==> src/rtl/hilo_mdu_if.sv <==
// Core-side bundle of the HI/LO multiply/divide unit: request, MTHI/MTLO writes, status and HI/LO.
// No latency of its own; the core stalls on busy.
// The core drives requests as master, and the MDU answers as slave.
interface hilo_mdu_if #(
    parameter int WIDTH = 32
);
    logic             start;
    logic [1:0]       op;
    logic [WIDTH-1:0] a;
    logic [WIDTH-1:0] b;
    logic             flush;
    logic             hi_we;
    logic             lo_we;
    logic [WIDTH-1:0] wdata;
    logic             busy;
    logic             done;
    logic [WIDTH-1:0] hi;
    logic [WIDTH-1:0] lo;

    modport master (
        output start, op, a, b, flush, hi_we, lo_we, wdata,
        input  busy, done, hi, lo
    );

    modport slave (
        input  start, op, a, b, flush, hi_we, lo_we, wdata,
        output busy, done, hi, lo
    );
endinterface

==> src/rtl/hilo_mdu.sv <==
// Iterative MULT/MULTU/DIV/DIVU owning HI/LO, one bit per cycle; the divider is compiled in only with MDU_DIV_EN.
// Latency WIDTH+2 cycles from the start cycle to the done pulse (divide without MDU_DIV_EN: done the next cycle).
// start is ignored while busy, and flush aborts the operation from any state.
module hilo_mdu #(
    parameter int WIDTH = 32,
    parameter int CNT_W = $clog2(WIDTH) + 1
) (
    input  logic      clk,
    input  logic      rst,
    hilo_mdu_if.slave mdu
);
    localparam logic [CNT_W-1:0] LAST_CNT = CNT_W'(WIDTH - 1);

    typedef enum logic [1:0] {IDLE = 2'd0, CALC = 2'd1, SIGN = 2'd2} stateT;

    stateT              state, stateNext;
    logic               busyReg, doneReg, busyNext, doneNext, accept;
    logic [CNT_W-1:0]   cnt;
    logic [2*WIDTH-1:0] acc, mcand, accNext, prod;
    logic [WIDTH-1:0]   opB, hiReg, loReg, hiRes, loRes, absA, absB;
    logic               negRes, signedOp;
`ifdef MDU_DIV_EN
    logic               isDiv, negRem, divZero;
    logic [WIDTH-1:0]   rawA, quo, rem;
    logic [WIDTH:0]     remShift, remDiff;
`endif

    assign signedOp = mdu.op[0];
    assign absA     = (signedOp && mdu.a[WIDTH-1]) ? -mdu.a : mdu.a;
    assign absB     = (signedOp && mdu.b[WIDTH-1]) ? -mdu.b : mdu.b;

    assign mdu.busy = busyReg;
    assign mdu.done = doneReg;
    assign mdu.hi   = hiReg;
    assign mdu.lo   = loReg;

    always_ff @(posedge clk) begin
        if (rst) begin
            state   <= IDLE;
            busyReg <= 1'b0;
            doneReg <= 1'b0;
        end else begin
            state   <= stateNext;
            busyReg <= busyNext;
            doneReg <= doneNext;
        end
    end

    always_comb begin
        stateNext = state;
        busyNext  = busyReg;
        doneNext  = 1'b0;
        accept    = 1'b0;
        case (state)
            IDLE: begin
                busyNext = 1'b0;
                if (mdu.start && !mdu.flush) begin
                    accept = 1'b1;
`ifdef MDU_DIV_EN
                    stateNext = CALC;
                    busyNext  = 1'b1;
`else
                    // Divide requests complete immediately with HI/LO untouched.
                    if (mdu.op[1]) begin
                        doneNext = 1'b1;
                    end else begin
                        stateNext = CALC;
                        busyNext  = 1'b1;
                    end
`endif
                end
            end
            CALC: begin
                if (mdu.flush) begin
                    stateNext = IDLE;
                    busyNext  = 1'b0;
                end else if (cnt == LAST_CNT) begin
                    stateNext = SIGN;
                end
            end
            SIGN: begin
                stateNext = IDLE;
                busyNext  = 1'b0;
                doneNext  = !mdu.flush;
            end
            default: begin
                stateNext = IDLE;
                busyNext  = 1'b0;
            end
        endcase
    end

    always_comb begin
        accNext = acc + (opB[0] ? mcand : '0);
        prod    = negRes ? -acc : acc;
        hiRes   = prod[2*WIDTH-1:WIDTH];
        loRes   = prod[WIDTH-1:0];
`ifdef MDU_DIV_EN
        // acc holds {remainder, dividend bits still to consume / quotient bits produced}.
        remShift = acc[2*WIDTH-1:WIDTH-1];
        remDiff  = remShift - {1'b0, opB};
        quo      = negRes ? -acc[WIDTH-1:0] : acc[WIDTH-1:0];
        rem      = negRem ? -acc[2*WIDTH-1:WIDTH] : acc[2*WIDTH-1:WIDTH];
        if (isDiv) begin
            accNext = remDiff[WIDTH] ? {remShift[WIDTH-1:0], acc[WIDTH-2:0], 1'b0}
                                     : {remDiff[WIDTH-1:0], acc[WIDTH-2:0], 1'b1};
            if (divZero) begin
                hiRes = rawA;
                loRes = '1;
            end else begin
                hiRes = rem;
                loRes = quo;
            end
        end
`endif
    end

    always_ff @(posedge clk) begin
        if (rst) begin
            cnt     <= '0;
            acc     <= '0;
            mcand   <= '0;
            opB     <= '0;
            negRes  <= 1'b0;
            hiReg   <= '0;
            loReg   <= '0;
`ifdef MDU_DIV_EN
            isDiv   <= 1'b0;
            negRem  <= 1'b0;
            divZero <= 1'b0;
            rawA    <= '0;
`endif
        end else begin
            if (accept) begin
                cnt    <= '0;
                mcand  <= {{WIDTH{1'b0}}, absA};
                opB    <= absB;
                negRes <= signedOp & (mdu.a[WIDTH-1] ^ mdu.b[WIDTH-1]);
`ifdef MDU_DIV_EN
                isDiv   <= mdu.op[1];
                acc     <= mdu.op[1] ? {{WIDTH{1'b0}}, absA} : '0;
                negRem  <= signedOp & mdu.a[WIDTH-1];
                divZero <= (mdu.b == '0);
                rawA    <= mdu.a;
`else
                acc     <= '0;
`endif
            end else if (state == CALC) begin
                cnt   <= cnt + 1'b1;
                acc   <= accNext;
                mcand <= mcand << 1;
`ifdef MDU_DIV_EN
                if (!isDiv) opB <= opB >> 1;
`else
                opB   <= opB >> 1;
`endif
            end

            // MTHI/MTLO land only in IDLE, which also covers the start cycle itself.
            if (state == IDLE) begin
                if (mdu.hi_we) hiReg <= mdu.wdata;
                if (mdu.lo_we) loReg <= mdu.wdata;
            end else if (state == SIGN && !mdu.flush) begin
                hiReg <= hiRes;
                loReg <= loRes;
            end
        end
    end
endmodule

==> src/flat_wrapper.sv <==
// flat-port wrapper written by rule: the top's interface ports become plain ports
module hilo_mdu_flat 
#(
    parameter int WIDTH = 32,
    parameter int CNT_W = $clog2(WIDTH) + 1
)
  (clk, rst, mdu_start, mdu_op, mdu_a, mdu_b, mdu_flush, mdu_hi_we, mdu_lo_we, mdu_wdata, mdu_busy, mdu_done, mdu_hi, mdu_lo);
  hilo_mdu_if #(.WIDTH(WIDTH)) mdu_i ();
  input  logic clk;
  input  logic rst;
  input wire logic [$bits(mdu_i.start)-1:0] mdu_start;
  input wire logic [$bits(mdu_i.op)-1:0] mdu_op;
  input wire logic [$bits(mdu_i.a)-1:0] mdu_a;
  input wire logic [$bits(mdu_i.b)-1:0] mdu_b;
  input wire logic [$bits(mdu_i.flush)-1:0] mdu_flush;
  input wire logic [$bits(mdu_i.hi_we)-1:0] mdu_hi_we;
  input wire logic [$bits(mdu_i.lo_we)-1:0] mdu_lo_we;
  input wire logic [$bits(mdu_i.wdata)-1:0] mdu_wdata;
  output wire logic [$bits(mdu_i.busy)-1:0] mdu_busy;
  output wire logic [$bits(mdu_i.done)-1:0] mdu_done;
  output wire logic [$bits(mdu_i.hi)-1:0] mdu_hi;
  output wire logic [$bits(mdu_i.lo)-1:0] mdu_lo;
  assign mdu_i.start = mdu_start;
  assign mdu_i.op = mdu_op;
  assign mdu_i.a = mdu_a;
  assign mdu_i.b = mdu_b;
  assign mdu_i.flush = mdu_flush;
  assign mdu_i.hi_we = mdu_hi_we;
  assign mdu_i.lo_we = mdu_lo_we;
  assign mdu_i.wdata = mdu_wdata;
  assign mdu_busy = mdu_i.busy;
  assign mdu_done = mdu_i.done;
  assign mdu_hi = mdu_i.hi;
  assign mdu_lo = mdu_i.lo;
  hilo_mdu #(.WIDTH(WIDTH), .CNT_W(CNT_W)) u_core (.clk(clk), .rst(rst), .mdu(mdu_i));
endmodule
==> config.mk <==
export PLATFORM = sky130hd
export DESIGN_NAME = hilo_mdu_flat
export DESIGN_NICKNAME = d
export VERILOG_FILES = /design/src/rtl/hilo_mdu_if.sv /design/src/rtl/hilo_mdu.sv /design/src/flat_wrapper.sv
export SDC_FILE = /design/constraint.sdc
export NUM_CORES = 1
export LEC_CHECK = 0
export CORE_MARGIN = 2
export CORE_UTILIZATION = 40
export DETAILED_ROUTE_END_ITERATION = 7
export GPL_ROUTABILITY_DRIVEN = 1
export PLACE_DENSITY = 0.69
export SYNTH_ARGS = -nofsm -noshare
export SYNTH_HDL_FRONTEND = slang
export SYNTH_SLANG_ARGS = --single-unit
export TNS_END_PERCENT = 20
==> constraint.sdc <==
create_clock -name clk -period 5.8 [get_ports clk]
set_clock_uncertainty 0.15 [all_clocks]
set_input_delay 1.16 -clock clk [delete_from_list [all_inputs] [get_ports clk]]
set_output_delay 1.16 -clock clk [all_outputs]
set_load 0.05 [all_outputs]
==> results of run 1 <==
==> metrics by stage <==
stage	worst slack, ns	instances
floorplan	2.148	2185
global placement	1.410	2741
detailed placement	1.299	2741
CTS	1.262	2794
global route	1.018	2794
finish	1.170	2794
==> cell type report <==
cell class | count | area share [%]
clock inverters | 20 | 1.371
flip-flops and latches | 235 | 25.03
clock buffers | 33 | 4.047
inverters | 34 | 0.6789
well taps | 518 | 3.448
repair buffers | 186 | 9.664
multi-input cells | 1768 | 55.76
==> worst max-delay path: cells and delay by family (launching register included) <==
kind,cells,cell delay [ns]
xor+xnor,1,0.19
simple gates,1,0.19
flops,1,0.37
fa+ha+maj,2,0.67
compound gates,9,2.92
==> cells in the mapped netlist (12+ instances only) <==
cell type	n
and2_1	75
nand3_1	45
clkbuf_1	129
dfxtp_1	235
nor2_1	229
buf_1	15
nand4_1	36
nor3_1	29
o21ai_0	104
inv_1	34
a21o_1	32
nor4_1	18
a31oi_1	15
a21oi_1	254
or3_1	17
a211oi_1	48
nand2_1	379
a311oi_1	63
xnor2_1	62
ha_1	67
o41ai_1	14
o31ai_1	25
o21bai_1	19
xor2_1	108
and3_1	12
==> kinds of logic after synthesis <==
kind of cell	count (synthesis)	share of synthesized area (%)
and+or+nand+nor	893	25.54
AOI/OAI and AO/OA	627	25.00
DFF	235	29.66
buffers and inverters	182	4.355
xor gates and xnor gates	170	9.388
adders and majority gates	68	5.412
muxes	10	0.6469
==> state kept, by name, indices dropped and copies added, names as in the netlist <==
| register | count |
|---|---|
| u_core.mdu.done | 1 |
| u_core.state | 2 |
| u_core.cnt | 6 |
| u_core.mdu.lo | 32 |
| u_core.mcand | 64 |
| u_core.acc | 64 |
| u_core.mdu.busy | 1 |
| u_core.opB | 32 |
| u_core.negRes | 1 |
| u_core.mdu.hi | 32 |
==> worst max path at each step <==
stage	startpoint	endpoint	slack [ns]
finish	u_core.opB[0]	u_core.acc[62]	1.17
global route	u_core.opB[0]	u_core.acc[62]	1.02
CTS	u_core.opB[0]	u_core.acc[62]	1.26
detailed placement	u_core.opB[0]	u_core.acc[62]	1.30
global placement	u_core.opB[0]	u_core.acc[62]	1.41
floorplan	u_core.opB[0]	u_core.acc[62]	2.15
==> per-layer routing <==
layer	up-vias	wire length, um
met3	77	4196
met4	0	1376
li1	7908	-
met5	-	0
met1	7232	23230
met2	578	19910
==> power by group through the flow <==
stage	combinational, mW	sequential [mW]	clock (mW)
3_3_place_gp	0.616	1.76	0
6_report	0.629	1.73	1.93
2_1_floorplan	0.289	1.86	0
5_1_grt	0.681	1.74	2.03
4_1_cts	0.628	1.73	1.96
3_5_place_dp	0.626	1.77	0
==> results, run 1 <==
- The met3 capacity usage during global routing is 4.543%.
- The later pin in the worst-skew pair is clocked with a latency of 0.57 ns.
- Once the clock tree was built, the setup fixing pass inserted 0 buffers.
- The layout cell share with drive strength beyond 1 is 3.998%.
- The setup path with the least slack is of type reg2reg.
- The tool flagged a number of max-cap violations equal to 0.
- VDD sags by at most 0.1609 mV.
- The final standard cell area without fillers is 18800 sq um.
- For the pin with the worst max-slew slack, the measured transition is 1.066 ns.
- The total detailed-routing wirelength is 48710 um.
- During placement, the flow inserted port buffers numbering 169.
- The max-slew violation count is 0.
- Fill cells in the final layout number 3791.
- The number of failing hold endpoints at the final stage is 0.
- The die is 203.1 um tall.
- The number of antenna violations at the first check in global routing was 0.
- The starting density of the core is 40.75%.
- The most common cell after layout, fill and taps aside is nand2_1.
- The area of the placeable core is 38920 sq um.
- Among all flip-flop cells after synthesis, the most frequent one is dfxtp_1.
- In this run the worst path has a maximum fanout of 11.
- The share of synthesized area occupied by flip-flops and latches is 29.66%.
- The clock network burns 45.0% of the power.
- The root buffer cell chosen for the clock tree is clkbuf_16.
- The worst endpoint required time is 6.08 ns.
- In this run switching power makes up 28.16% of total power.
- The detailed router finished its first iteration with 970 violations.
- The share of total power dissipated in sequential elements is 40.3%.
- CTS built an H-tree with a depth of 1.
- The power density of the placed cells is 228.3 nW/um^2.
- The most crowded layer after global routing is met2.
- The run finished with clean final reports.
- The number of sinks on the clock net is 235.
- The met2 track demand over resource in global routing is 34.09%.
- The synthesized design spends more area on one cell type than any other, namely dfxtp_1.
- The cell area that synthesis handed to floorplanning was 15860 sq um.
- The worst setup path is launched from a register.
- The met1 capacity usage during global routing is 33.55%.
- By area the synthesized netlist is led by dfxtp_1 30%, nand2_1 9.0%, a21oi_1 8.0%.
- The tightest slew margin relative to the limit is 28.67%.
- The most common cell type on the critical path is o21ai_0.
- The number of design rule violations left after detail routing is 0.
- The combinational share of power is 14.6%.
- Yosys mapped a number of flops with a built-in enable equal to 0.
- The synthesis-stage register bit count is 235.
- The antenna diode count is 0.
- The die is 203.1 um wide.
- The worst reg-to-reg setup slack is 1.17 ns.
- At the end of routability-driven placement, the weighted congestion stood at 0.9687.
- In this run, CTS created clock tree buffers numbering 29.
- At the worst endpoint, the arrival time is 4.91 ns.
- For hold timing, the worst endpoint is u_core.mdu.hi[18].
- The area taken by flip-flops and latches is 4706 sq um.
- The clock period could shrink to 4.630 ns.
- The portion of synthesized cell area occupied by the leading cell type is 29.66%.
- For this design the static power due to leakage is 7.065 nW.
- The final layout contains 2426 nets.
- The area of placed instances is 17780 sq um.
- The number of placement rows is 72.
- The combined global-route utilization of all metal layers is 23.04%.
- The placed wire-length estimate is 36950 um.
- In this run, post-CTS repair resized a total of 0 instances.
- The number of warnings printed during yosys synthesis is 0.
- In this design, the stage delay of the slowest critical-path cell is 0.92 ns.
- The total via count in the routed design is 15800.
- The overall die area is 41260 sq um.
- Dividing the detail-routed wire length by the instance count gives 17.44 um.
- Cells fill 48.31% of the core in the end.
- The number of cells on the worst hold path is 2.
- In the final layout, the multi-input gates occupy 10480 sq um.
- The count of hold-fix buffers inserted at cts is 0.
- The share of the clock period used by the worst path after layout is 79.84%.
- The startpoint of the lowest-slack register-to-register path is u_core.opB[0].
- STA classifies the critical path endpoint as a register.
- The remaining antenna violation count is 0.
- The number of global-route vias before repair is 14490.
- The average size of a mapped cell is 7.259 sq um.
- In this run the most critical hold path is launched from u_core.mdu.hi[18].
- Entering global routing, the biggest net connects 88 pins.
- Final hold analysis gives a worst-case slack of 0.3059 ns.
- The clock tree from TritonCTS is done.
- The number of cells traversed by the worst register-to-register path is 13.
- The relative area change from synthesis to final layout is 18.53%.
- Dividing the detail-routed via count by the number of cells gives 5.653.
- The overflow left after global routing is 0.
- The final sum of negative setup slack is 0 ns.
- The total power consumption of the routed design is 4.292 mW.
- Setup repair after global routing left no endpoint under its margin.
- The switching power total is 1.209 mW.
- The timing-limited maximum frequency is 216.0 MHz.
- The slowest stage of the critical path is the a2111oi_0 cell.
- The count of final setup violators is 0.
- Traced cell by cell, the critical path runs through and2_1, ha_1, fa_1, a211oi_1, o21ai_0, a2111oi_0, o31ai_1, a21oi_1, o21ai_0, a31oi_1, o21ai_0, xnor2_1, o21ai_0.
- The kind of path behind the tightest hold check is reg2reg.
- Synthesis produced a netlist with a net count of 2357.
- The first detailed-routing pass took 5 iterations.
- The internal power of the cells totals 3.083 mW.
- The number of cells produced by synthesis is 2185.
- The worst register-to-register path ends at u_core.acc[62].
- The first global-routing pass estimated 77950 um of wire.
- No sink is reached through more buffers than the 3 on the longest clock path.
- The clock transition time at the flip-flop clock pins of the worst setup and hold paths is 0.06 ns.
- The number of different library cells used by synthesis comes to 66.
- Pin placement for this block handled 170 I/O pins.
- The library cells used most frequently in the layout, excluding fill and tap cells, are 378 x nand2_1, 254 x a21oi_1, 234 x dfxtp_1.
- Of all flip-flops after synthesis, the portion carrying an async set or reset was 0%.
Power figures use the tool's default switching activity.
==> inputs of run 2 (changes only) <==
PLACE_DENSITY = 0.71   (was 0.69)
clock period = 3.85 ns   (was 5.8 ns; I/O delays follow)
==> results, run 2 (synthesis gave the netlist of run 1 again) <==
- The max-slew violation count is 0.
- Of all nets on the critical path, the largest fanout is 6.
- After detailed routing, the number of vias per cell comes to 5.631.
- The number of global-route vias before repair is 15090.
- Setup repair after global routing could not meet its margin everywhere.
- The area of the placeable core is 38920 sq um.
- Pin placement for this block handled 170 I/O pins.
- The final sum of negative setup slack is 0 ns.
- The startpoint of the most critical hold path is rst.
- By startpoint and endpoint, the worst setup path is classified as reg2reg.
- The routed layout has 16210 vias.
- The kind of path behind the tightest hold check is in2reg.
- On the critical path, the stage with the largest delay is an instance of or4_4.
- The final layout contains routed wiring with a total length of 51730 um.
- The number of fillers in the final layout is 3812.
- The worst-case vdd ir drop is 0.2240 mV.
- The floorplan step set the die height to 203.1 um.
- The arrival time of the worst setup path is 4.04 ns.
- STA classifies the critical path startpoint as a register.
- The capturing point of the worst reg2reg path is u_core.mdu.hi[0].
- The number of placed instances with taps included is 2828.
- The worst hold path terminates at u_core.mdu.hi[24].
- The worst hold path passes through 2 cells.
- The number of failing hold endpoints at the final stage is 0.
- The library cell used most frequently in the layout, excluding fill and tap cells, is nand2_1.
- The clock period minus final worst setup slack is 3.678 ns.
- The largest registers in the layout are u_core.acc (64), u_core.mcand (64).
- The leakage power is 7.488 nW.
- Based on the critical path, the design can be clocked at up to 271.9 MHz.
- For this run, the slowest stage of the critical path takes 0.55 ns.
- In the routed design, unresolved DRC markers number 0.
- Walking the worst path, the cells encountered are or4_4, or4_4, or4_4, nor3_4, nand2b_1, or3_4, o21ai_1, xor2_1, a2111oi_1, a31o_1.
- The clock tree from TritonCTS is done.
- Clock-pin slew was measured on the worst setup and hold paths at 0.06 ns.
- The flow ran to the end, and the final reports show no timing, DRC or antenna violations.
- The net count reported at finish is 2511.
- The total overflow left after global routing is 0.
- The later pin in the worst-skew pair is clocked with a latency of 0.56 ns.
- The detailed router finished its first iteration with 1293 violations.
- Leaving out filler cells and counting taps, the final layout contains 2878.
- The number of sinks on the clock net is 235.
- The number of placement rows is 72.
- For the pin with the worst max-slew slack, the measured transition is 1.229 ns.
- Entering global routing, the biggest net connects 125 pins.
- The longest clock path from root to sink contains 3 buffers.
- The tightest slew margin relative to the limit is 18.09%.
- Across the run, the number of max-cap violations was 0.
- The number of clock buffers added by TritonCTS is 27.
- The die covers 41260 sq um.
- The first global-routing pass estimated 81990 um of wire.
- The detail route stage leaves a number of antenna-violating nets equal to 0.
- The share of the clock period used by the worst path after layout is 95.53%.
- After detailed routing, the average wire length per cell comes to 17.97 um.
- The HPWL after detailed placement is 39740 um.
- 0 antenna diodes ended up in the layout.
- In this run the number of H-tree levels came out at 1.
- The combined global-route utilization of all metal layers is 24.50%.
- The number of cells traversed by the worst register-to-register path is 10.
- The die boundary width is 203.1 um.
- Leaving out fill and tap cells, the most frequent cells in the layout are 378 x nand2_1, 254 x a21oi_1, 234 x dfxtp_1.
- The worst endpoint required time is 4.21 ns.
- For this configuration, the core starts out at a cell density of 40.75%.
- The placer's final routability congestion estimate is 0.9095.
- The count of hold-fix buffers inserted at cts is 0.
- The count of final setup violators is 0.
- The worst reg-to-reg setup slack is 0.17 ns.
- The relative area change from synthesis to final layout is 22.35%.
- The worst setup path is captured at a register.
- In this run the critical register-to-register path is launched from u_core.acc[8].
- For this design the ratio of total power to cell area is 318.3 nW/um^2.
- The number of antenna violations at the first check in global routing came to 2.
- The post-CTS setup buffer count is 0.
- The most common cell type on the critical path is or4_4.
- The buffer type at the clock tree root is clkbuf_16.
- For this run, the detailed router's first-pass iteration total came to 5.
- The layout cell share with drive strength beyond 1 is 7.500%.
- In this run the tool buffered the top-level ports with 169 buffer cells.
-- run 2: area by class of cell --
| class | count | area (sq um) | share of cell area [%] |
|---|---|---|---|
| Clock buffer | 42 | 812.0 | 4.185 |
| Clock inverter | 8 | 77.57 | 0.3998 |
| Inverter | 34 | 127.6 | 0.6577 |
| Multi-Input combinational cell | 1768 | 10530 | 54.25 |
| Sequential cell | 235 | 4706 | 24.25 |
| Tap cell | 518 | 648.1 | 3.340 |
| Timing Repair Buffer | 273 | 2506 | 12.92 |
-- run 2: how the worst max path moves through the flow --
stage / start / to
floorplan: u_core.opB[0] / u_core.acc[62]
global route: u_core.opB[0] / u_core.acc[52]
finish: u_core.acc[8] / u_core.mdu.hi[0]
detailed placement: u_core.opB[0] / u_core.acc[58]
global placement: u_core.opB[0] / u_core.acc[58]
CTS: u_core.opB[0] / u_core.acc[58]
-- run 2: critical path: cells and delay by family, from the launching register on --
family / cells / cell delay (ns)
xor+xnor: 1 / 0.10
flops: 1 / 0.31
compound gates: 3 / 0.74
simple gates: 6 / 2.34
-- run 2: repair_timing --
action,in CTS,in global routing
setup endpoints to repair,4,15
resized for setup,2,17
pin swaps,0,5
-- run 2: per-layer routing --
layer	global-route usage [%]	part of all wire (%)	wire length (um)
met1	35.16	48	24620
met2	38.27	43	22250
met3	3.612	6.9	3585
met4	6.387	2.4	1244
met5	0	0.052	27
-- run 2: power breakdown --
group,switching (mW),leakage (nW),total [mW],internal (mW)
clock network,1.07,0.434,2.59,1.51
logic,0.605,5.14,0.973,0.368
registers,0.0811,1.92,2.62,2.53
total,1.76,7.49,6.18,4.42
-- run 2: through the flow --
step | area [sq um] | utilization (%) | setup slack [ns] | total power [mW] | hold WS (ns)
2_1_floorplan | 15860 | - | 0.1975 | 3.231 | 0.2905
6_report | 19400 | 49.86 | 0.1720 | 6.176 | 0.2998
5_1_grt | 19400 | 49.86 | -0.002389 | 6.403 | 0.2900
3_3_place_gp | 18460 | 47.43 | 0.06880 | 3.622 | 0.2946
3_5_place_dp | 18460 | 47.43 | -0.1186 | 3.635 | 0.3003
4_1_cts | 19350 | 49.73 | 0.01000 | 6.218 | 0.2752
